[src/rtl/pipeline_controller.sv]
// Scoreboard-based hazard, stall and flush controller for the in-order core.
// Tracks in-flight destinations, stalls ID on RAW hazards, squashes on taken branches.
module pipeline_controller #(
    parameter int NUM_STAGES       = 5,
    parameter int REG_ADDR_WIDTH   = 5,
    parameter int FORWARD_EN       = 0,
    parameter int LOAD_READY_STAGE = 4,
    parameter int BRANCH_STAGE     = 3,
    localparam int SW              = $clog2(NUM_STAGES)
) (
    input  logic                      clk,
    input  logic                      reset,
    input  logic [REG_ADDR_WIDTH-1:0] id_rs1_address,
    input  logic [REG_ADDR_WIDTH-1:0] id_rs2_address,
    input  logic                      id_rs1_used,
    input  logic                      id_rs2_used,
    input  logic [REG_ADDR_WIDTH-1:0] id_rd_address,
    input  logic                      id_reg_wren,
    input  logic                      id_is_load,
    input  logic                      branch_taken,
    input  logic                      mem_stall,
    output logic                      pc_wren,
    output logic [NUM_STAGES-2:0]     stage_wren,
    output logic [NUM_STAGES-2:0]     stage_bubble,
    output logic [NUM_STAGES-1:0]     stage_valid,
    output logic                      reg_wren,
    output logic [SW-1:0]             fwd_rs1_sel,
    output logic [SW-1:0]             fwd_rs2_sel,
    output logic [31:0]               stall_count,
    output logic [31:0]               flush_count,
    output logic [31:0]               retired_count
);

    typedef struct packed {
        logic                      valid;
        logic [REG_ADDR_WIDTH-1:0] rd;
        logic                      wren;
        logic                      is_load;
        logic [REG_ADDR_WIDTH-1:0] rs1;
        logic [REG_ADDR_WIDTH-1:0] rs2;
        logic                      rs1_used;
        logic                      rs2_used;
    } entry_t;

    entry_t sb       [1:NUM_STAGES-1];
    entry_t shift_in [0:NUM_STAGES-2];

    logic hazard;
    logic take_branch;
    logic take_stall;
    logic retire;

    function automatic logic is_producer(input entry_t e);
        return e.valid && e.wren && (e.rd != '0);
    endfunction

    function automatic int ready_stage(input logic is_load);
        return is_load ? LOAD_READY_STAGE : 3;
    endfunction

    // A producer blocks ID unless forwarding can deliver its result in time;
    // the WB producer always blocks because the register file has no write-through.
    always_comb begin
        hazard = 1'b0;
        for (int s = 2; s < NUM_STAGES; s++) begin
            if (is_producer(sb[s]) &&
                ((id_rs1_used && id_rs1_address == sb[s].rd) ||
                 (id_rs2_used && id_rs2_address == sb[s].rd))) begin
                if (FORWARD_EN == 0 || s == NUM_STAGES - 1 ||
                    s + 1 < ready_stage(sb[s].is_load)) begin
                    hazard = 1'b1;
                end
            end
        end
        hazard = hazard & sb[1].valid;
    end

    // Scan oldest to youngest so the youngest ready producer wins.
    always_comb begin
        fwd_rs1_sel = '0;
        fwd_rs2_sel = '0;
        if (FORWARD_EN != 0 && sb[2].valid) begin
            for (int s = NUM_STAGES - 1; s >= 3; s--) begin
                if (is_producer(sb[s]) && s >= ready_stage(sb[s].is_load)) begin
                    if (sb[2].rs1_used && sb[2].rs1 != '0 && sb[2].rs1 == sb[s].rd)
                        fwd_rs1_sel = SW'(s);
                    if (sb[2].rs2_used && sb[2].rs2 != '0 && sb[2].rs2 == sb[s].rd)
                        fwd_rs2_sel = SW'(s);
                end
            end
        end
    end

    always_comb begin
        pc_wren      = 1'b1;
        stage_wren   = '1;
        stage_bubble = '0;
        take_branch  = 1'b0;
        take_stall   = 1'b0;
        if (reset) begin
            pc_wren      = 1'b0;
            stage_bubble = '1;
        end else if (mem_stall) begin
            pc_wren    = 1'b0;
            stage_wren = '0;
        end else if (branch_taken && sb[BRANCH_STAGE].valid) begin
            take_branch                       = 1'b1;
            stage_bubble[BRANCH_STAGE-1:0]    = '1;
        end else if (hazard) begin
            take_stall      = 1'b1;
            pc_wren         = 1'b0;
            stage_wren[0]   = 1'b0;
            stage_bubble[1] = 1'b1;
        end
    end

    always_comb begin
        stage_valid[0] = ~reset;
        for (int k = 1; k < NUM_STAGES; k++) begin
            stage_valid[k] = sb[k].valid;
        end
    end

    assign retire   = sb[NUM_STAGES-1].valid & ~mem_stall & ~reset;
    assign reg_wren = retire & sb[NUM_STAGES-1].wren;

    // The decoded fields of the ID instruction are captured as it moves into EX.
    always_comb begin
        for (int k = 0; k < NUM_STAGES - 1; k++) begin
            shift_in[k] = '0;
        end
        shift_in[0].valid    = stage_valid[0];
        shift_in[1].valid    = sb[1].valid;
        shift_in[1].rd       = id_rd_address;
        shift_in[1].wren     = id_reg_wren;
        shift_in[1].is_load  = id_is_load;
        shift_in[1].rs1      = id_rs1_address;
        shift_in[1].rs2      = id_rs2_address;
        shift_in[1].rs1_used = id_rs1_used;
        shift_in[1].rs2_used = id_rs2_used;
        for (int k = 2; k < NUM_STAGES - 1; k++) begin
            shift_in[k] = sb[k];
        end
    end

    always_ff @(posedge clk) begin
        if (reset) begin
            for (int k = 1; k < NUM_STAGES; k++) begin
                sb[k] <= '0;
            end
            stall_count   <= '0;
            flush_count   <= '0;
            retired_count <= '0;
        end else begin
            for (int k = 0; k < NUM_STAGES - 1; k++) begin
                if (stage_wren[k]) begin
                    sb[k+1] <= stage_bubble[k] ? '0 : shift_in[k];
                end
            end
            if (take_stall)
                stall_count <= stall_count + 32'd1;
            if (take_branch)
                flush_count <= flush_count + 32'd1;
            if (retire)
                retired_count <= retired_count + 32'd1;
        end
    end

endmodule

[config.mk]
export PLATFORM = sky130hd
export DESIGN_NAME = pipeline_controller
export DESIGN_NICKNAME = d
export VERILOG_FILES = /design/src/rtl/pipeline_controller.sv
export SDC_FILE = /design/constraint.sdc
export NUM_CORES = 1
export LEC_CHECK = 0
export CAP_MARGIN = 15
export CORE_ASPECT_RATIO = 0.75
export CORE_MARGIN = 2
export CORE_UTILIZATION = 40
export CTS_BUF_LIST = sky130_fd_sc_hd__clkbuf_2
export CTS_CLUSTER_SIZE = 40
export DETAILED_ROUTE_END_ITERATION = 8
export HOLD_SLACK_MARGIN = 0.03
export PLACE_DENSITY = 0.66
export SLEW_MARGIN = 10
export SYNTH_ARGS = -nofsm -noshare
export SYNTH_HDL_FRONTEND = slang
export SYNTH_SLANG_ARGS = --single-unit
[constraint.sdc]
create_clock -name clk -period 3.1 [get_ports clk]
set_input_delay 0.62 -clock clk [delete_from_list [all_inputs] [get_ports clk]]
set_output_delay 0.62 -clock clk [all_outputs]
set_load 0.02 [all_outputs]
==> flow_metrics.py <==
metrics = {
    "synthesis": {
        "syn_area_per_cell_um2": 8.97,
        "synth_edf_count": 22,
        "yosys_most_used_dff": "dfxtp_1",
        "synth_cells": 676,
        "syn_area_um2": 6060,
        "synth-seq-cells": 118,
        "synth_cell_types": 50,
        "async_reset_ff_frac": 0,
        "seq_area_frac_synth": 0.426,
        "yosys_warnings": 0,
    },
    "worst_setup_path": {
        "cp-end-kind": "output port",
        "start_kind": "register",
        "worstPathRequired_ns": 2.48,
        "crit_arrival_ns": 2.57,
        "rrSetupSlack_ns": 0.32,
        "critical_path_class": "register to output port",
        "crit_fanout": 3,
    },
    "grt": {
        "grt_pass1_vias": 5004,
        "grt_max_degree": 86,
        "grt_busiest_layer": "met2",
        "use_met3": 0.0674,
        "grt_overflow_total": 0,
        "grt_pass1_wl_mm": 25.7,
        "use_met1": 0.256,
        "grt_use_total": 0.196,
        "antenna_found_initial": 0,
        "grt_use_met2": 0.309,
    },
    "place": {
        "placed_cell_area_um2": 7700,
        "place_congestion": 0.893,
        "dp_slack_ns": -0.387,
        "dp_hpwl_mm": 11.5,
        "place_inst": 1011,
        "io_buffers": 132,
    },
    "drt": {
        "vias": 5284,
        "drt_wl_total_mm": 15.7,
        "drc": 0,
        "drt_iter0_drc": 358,
        "firstDrtPassIters": 4,
        "vias_per_cell": 5.04,
        "routedWlPerCell_um": 15.0,
        "final_antenna_net_count": 0,
    },
    "clocking": {
        "cts_root_buffer": "clkbuf_2",
        "clkTransAtPathRegs_ns": 0.20,
        "cts_max_path_buffers": 2,
        "htree_levels": 4,
        "clkSinkCount": 118,
        "cts_buffers": 17,
        "insertion_delay_ns": 0.67,
        "cts_tree": "done",
        "hold_buffers": 0,
    },
    "flow_run": {
        "max_cap_violations": 0,
    },
    "min_path": {
        "hold_path_class": "input pin to register",
    },
    "die": {
        "rows": 38,
        "design.core.area_um2": 14600,
        "start_util": 0.414,
        "die_h_um": 111,
        "chipWidth_um": 146,
        "pin_count": 140,
        "dieArea_um2": 16200,
    },
    "sta": {
        "max_freq_ghz": 0.314,
        "rsz0062_at_grt": "yes",
        "hold_viol": 0,
        "skew_ns": 0.0413,
        "tightest_slew_ns": 0.839,
        "period_minus_slack_ns": 3.19,
        "slew_headroom": 0.441,
        "tns_ns": -0.217,
        "fin_crit_sh": 1.03,
        "setup_violations": 3,
        "slew_violations": 0,
        "finalWorstSetupSlack_ns": -0.0854,
    },
    "power": {
        "switching_share": 0.255,
        "total_switching_power_uw": 735,
        "seq_power_share": 0.560,
        "ir_worst_vdd_uv": 211,
        "clkPwrFrac": 0.357,
        "p_per_area_nw_per_um2": 360,
        "p_leak_nw": 2.91,
        "share_comb_of_total_power": 0.083,
        "p_int_mw": 2.15,
    },
    "status": {
        "violations": "negative setup slack",
        "status": "finished with violations",
    },
    "final_layout": {
        "multi_input_area_um2": 3240,
        "n_antenna_cell": 0,
        "final_cell_area_um2": 8010,
        "nFillCells": 1332,
        "regArea_um2": 2580,
        "synthToLayoutAreaGrowth_pct": 32.1,
        "nets": 861,
        "utilization": 0.547,
        "drive_gt1_frac": 0.144,
        "fin_cells": 1048,
    },
}
-- sequential cells by signal, summed over array words and instances (netlist names) --
signal and count:
sb 22, stall_count 32, retired_count 32, flush_count 32
-- worst max-delay path, cell delays in order, from the launching register on --
cell	delay, ns
edfxtp_1	0.44
or4_4	0.56
o2111ai_4	0.23
inv_2	0.07
a22oi_4	0.15
and2_4	0.17
a21o_1	0.14
buf_6	0.12
-- metal layers --
| layer | share of wire | wire length [um] |
|---|---|---|
| met1 | 0.46 | 7200 |
| met2 | 0.46 | 7240 |
| met5 | 0 | 0 |
| met4 | 0.013 | 202 |
| met3 | 0.069 | 1090 |
-- final cells by class --
class	instances	share of cell area
Clock buffer	20	0.0125
Clock inverter	12	0.0170
Inverter	19	0.00890
Multi-Input combinational cell	506	0.405
Sequential cell	118	0.322
Tap cell	200	0.0312
Timing Repair Buffer	173	0.203
-- per-stage QoR --
step / hold WS, ns / total power, mW
floorplan: 0.524 / 1.78
global placement: 0.480 / 1.87
detailed placement: 0.496 / 1.88
CTS: 0.156 / 2.91
global route: 0.147 / 3.01
finish: 0.243 / 2.88
-- placed cells by master (no fill, tap or decap), types with 2 or more instances in the layout --
master           instances
nor2_1                  96
a21boi_0                 7
a211oi_1                 4
clkdlybuf4s50_1        128
xnor2_1                 57
nor4_1                   2
ha_1                     3
xor2_1                  21
edfxtp_1                22
bufinv_16                3
nor3_1                  17
conb_1                   6
mux2_2                  28
inv_1                   18
clkbuf_2                20
a21o_1                   3
mux2_1                   2
clkinv_2                 7
buf_6                    2
or3_1                   16
mux2i_1                  2
dfxtp_1                 96
or4_4                    2
nand4_1                 27
and4_1                   5
a21oi_1                 37
o22ai_2                  2
buf_4                   42
and2_1                  22
nor2b_1                 29
nand3_1                 27
nand2_1                 45
o21ai_0                 14
and3_1                  14
-- Yosys cell counts (15+ instances only) --
| cell | instances | area [um2] |
|---|---|---|
| dfxtp_1 | 96 | 1920 |
| nor2_1 | 96 | 360 |
| xnor2_1 | 57 | 499 |
| nand2_1 | 45 | 169 |
| a21oi_1 | 37 | 185 |
| nor2b_1 | 29 | 181 |
| mux2_2 | 28 | 315 |
| nand3_1 | 27 | 135 |
| nand4_1 | 27 | 169 |
| and2_1 | 23 | 144 |
| edfxtp_1 | 22 | 661 |
| xor2_1 | 21 | 184 |
| inv_1 | 19 | 71.3 |
| nor3_1 | 17 | 85.1 |
| buf_4 | 16 | 120 |
| or3_1 | 16 | 100 |
| clkbuf_1 | 15 | 56.3 |
-- power by group through the flow --
| stage | Clock, mW | Sequential (mW) | Combinational, mW |
|---|---|---|---|
| finish | 1.03 | 1.61 | 0.240 |
| CTS | 1.07 | 1.61 | 0.233 |
| global placement | 0 | 1.64 | 0.224 |
| floorplan | 0 | 1.64 | 0.139 |
| detailed placement | 0 | 1.64 | 0.232 |
| global route | 1.13 | 1.62 | 0.258 |
-- cells by family (layout without fill, tap and decap cells) --
logic type               count (synthesis)  count (layout)  synth area share
AND/OR/NAND/NOR                        313             313             0.271
buffers and inverters                   57             224            0.0491
flip-flops                             118             118             0.426
XOR/XNOR                                78              78             0.113
other                                    1               6          0.000618
multiplexers                            32              32            0.0590
AO/OA/AOI/OAI                           74              74            0.0751
adder cells (fa/ha/maj)                  3               3           0.00619
-- final timing paths --
path                                    end  cells past startpoint                            from
max reg2reg     stall_count[9]$_SDFFE_PP0P_                      8         sb[0][75]$_SDFFCE_PP0P_
min reg2reg  retired_count[26]$_SDFFE_PP0P_                      2  retired_count[26]$_SDFFE_PP0P_
max                           stage_wren[0]                      7         sb[0][75]$_SDFFCE_PP0P_
min           retired_count[1]$_SDFFE_PP0P_                      2                           reset
-- what timing repair did --
action | 4_1_cts | 5_1_grt
pin swaps | 5 | 6
buffers inserted | 3 | 2
endpoints found under the setup margin | 3 | 5
gates resized for setup | 18 | 6
Power figures use the tool's default switching activity.
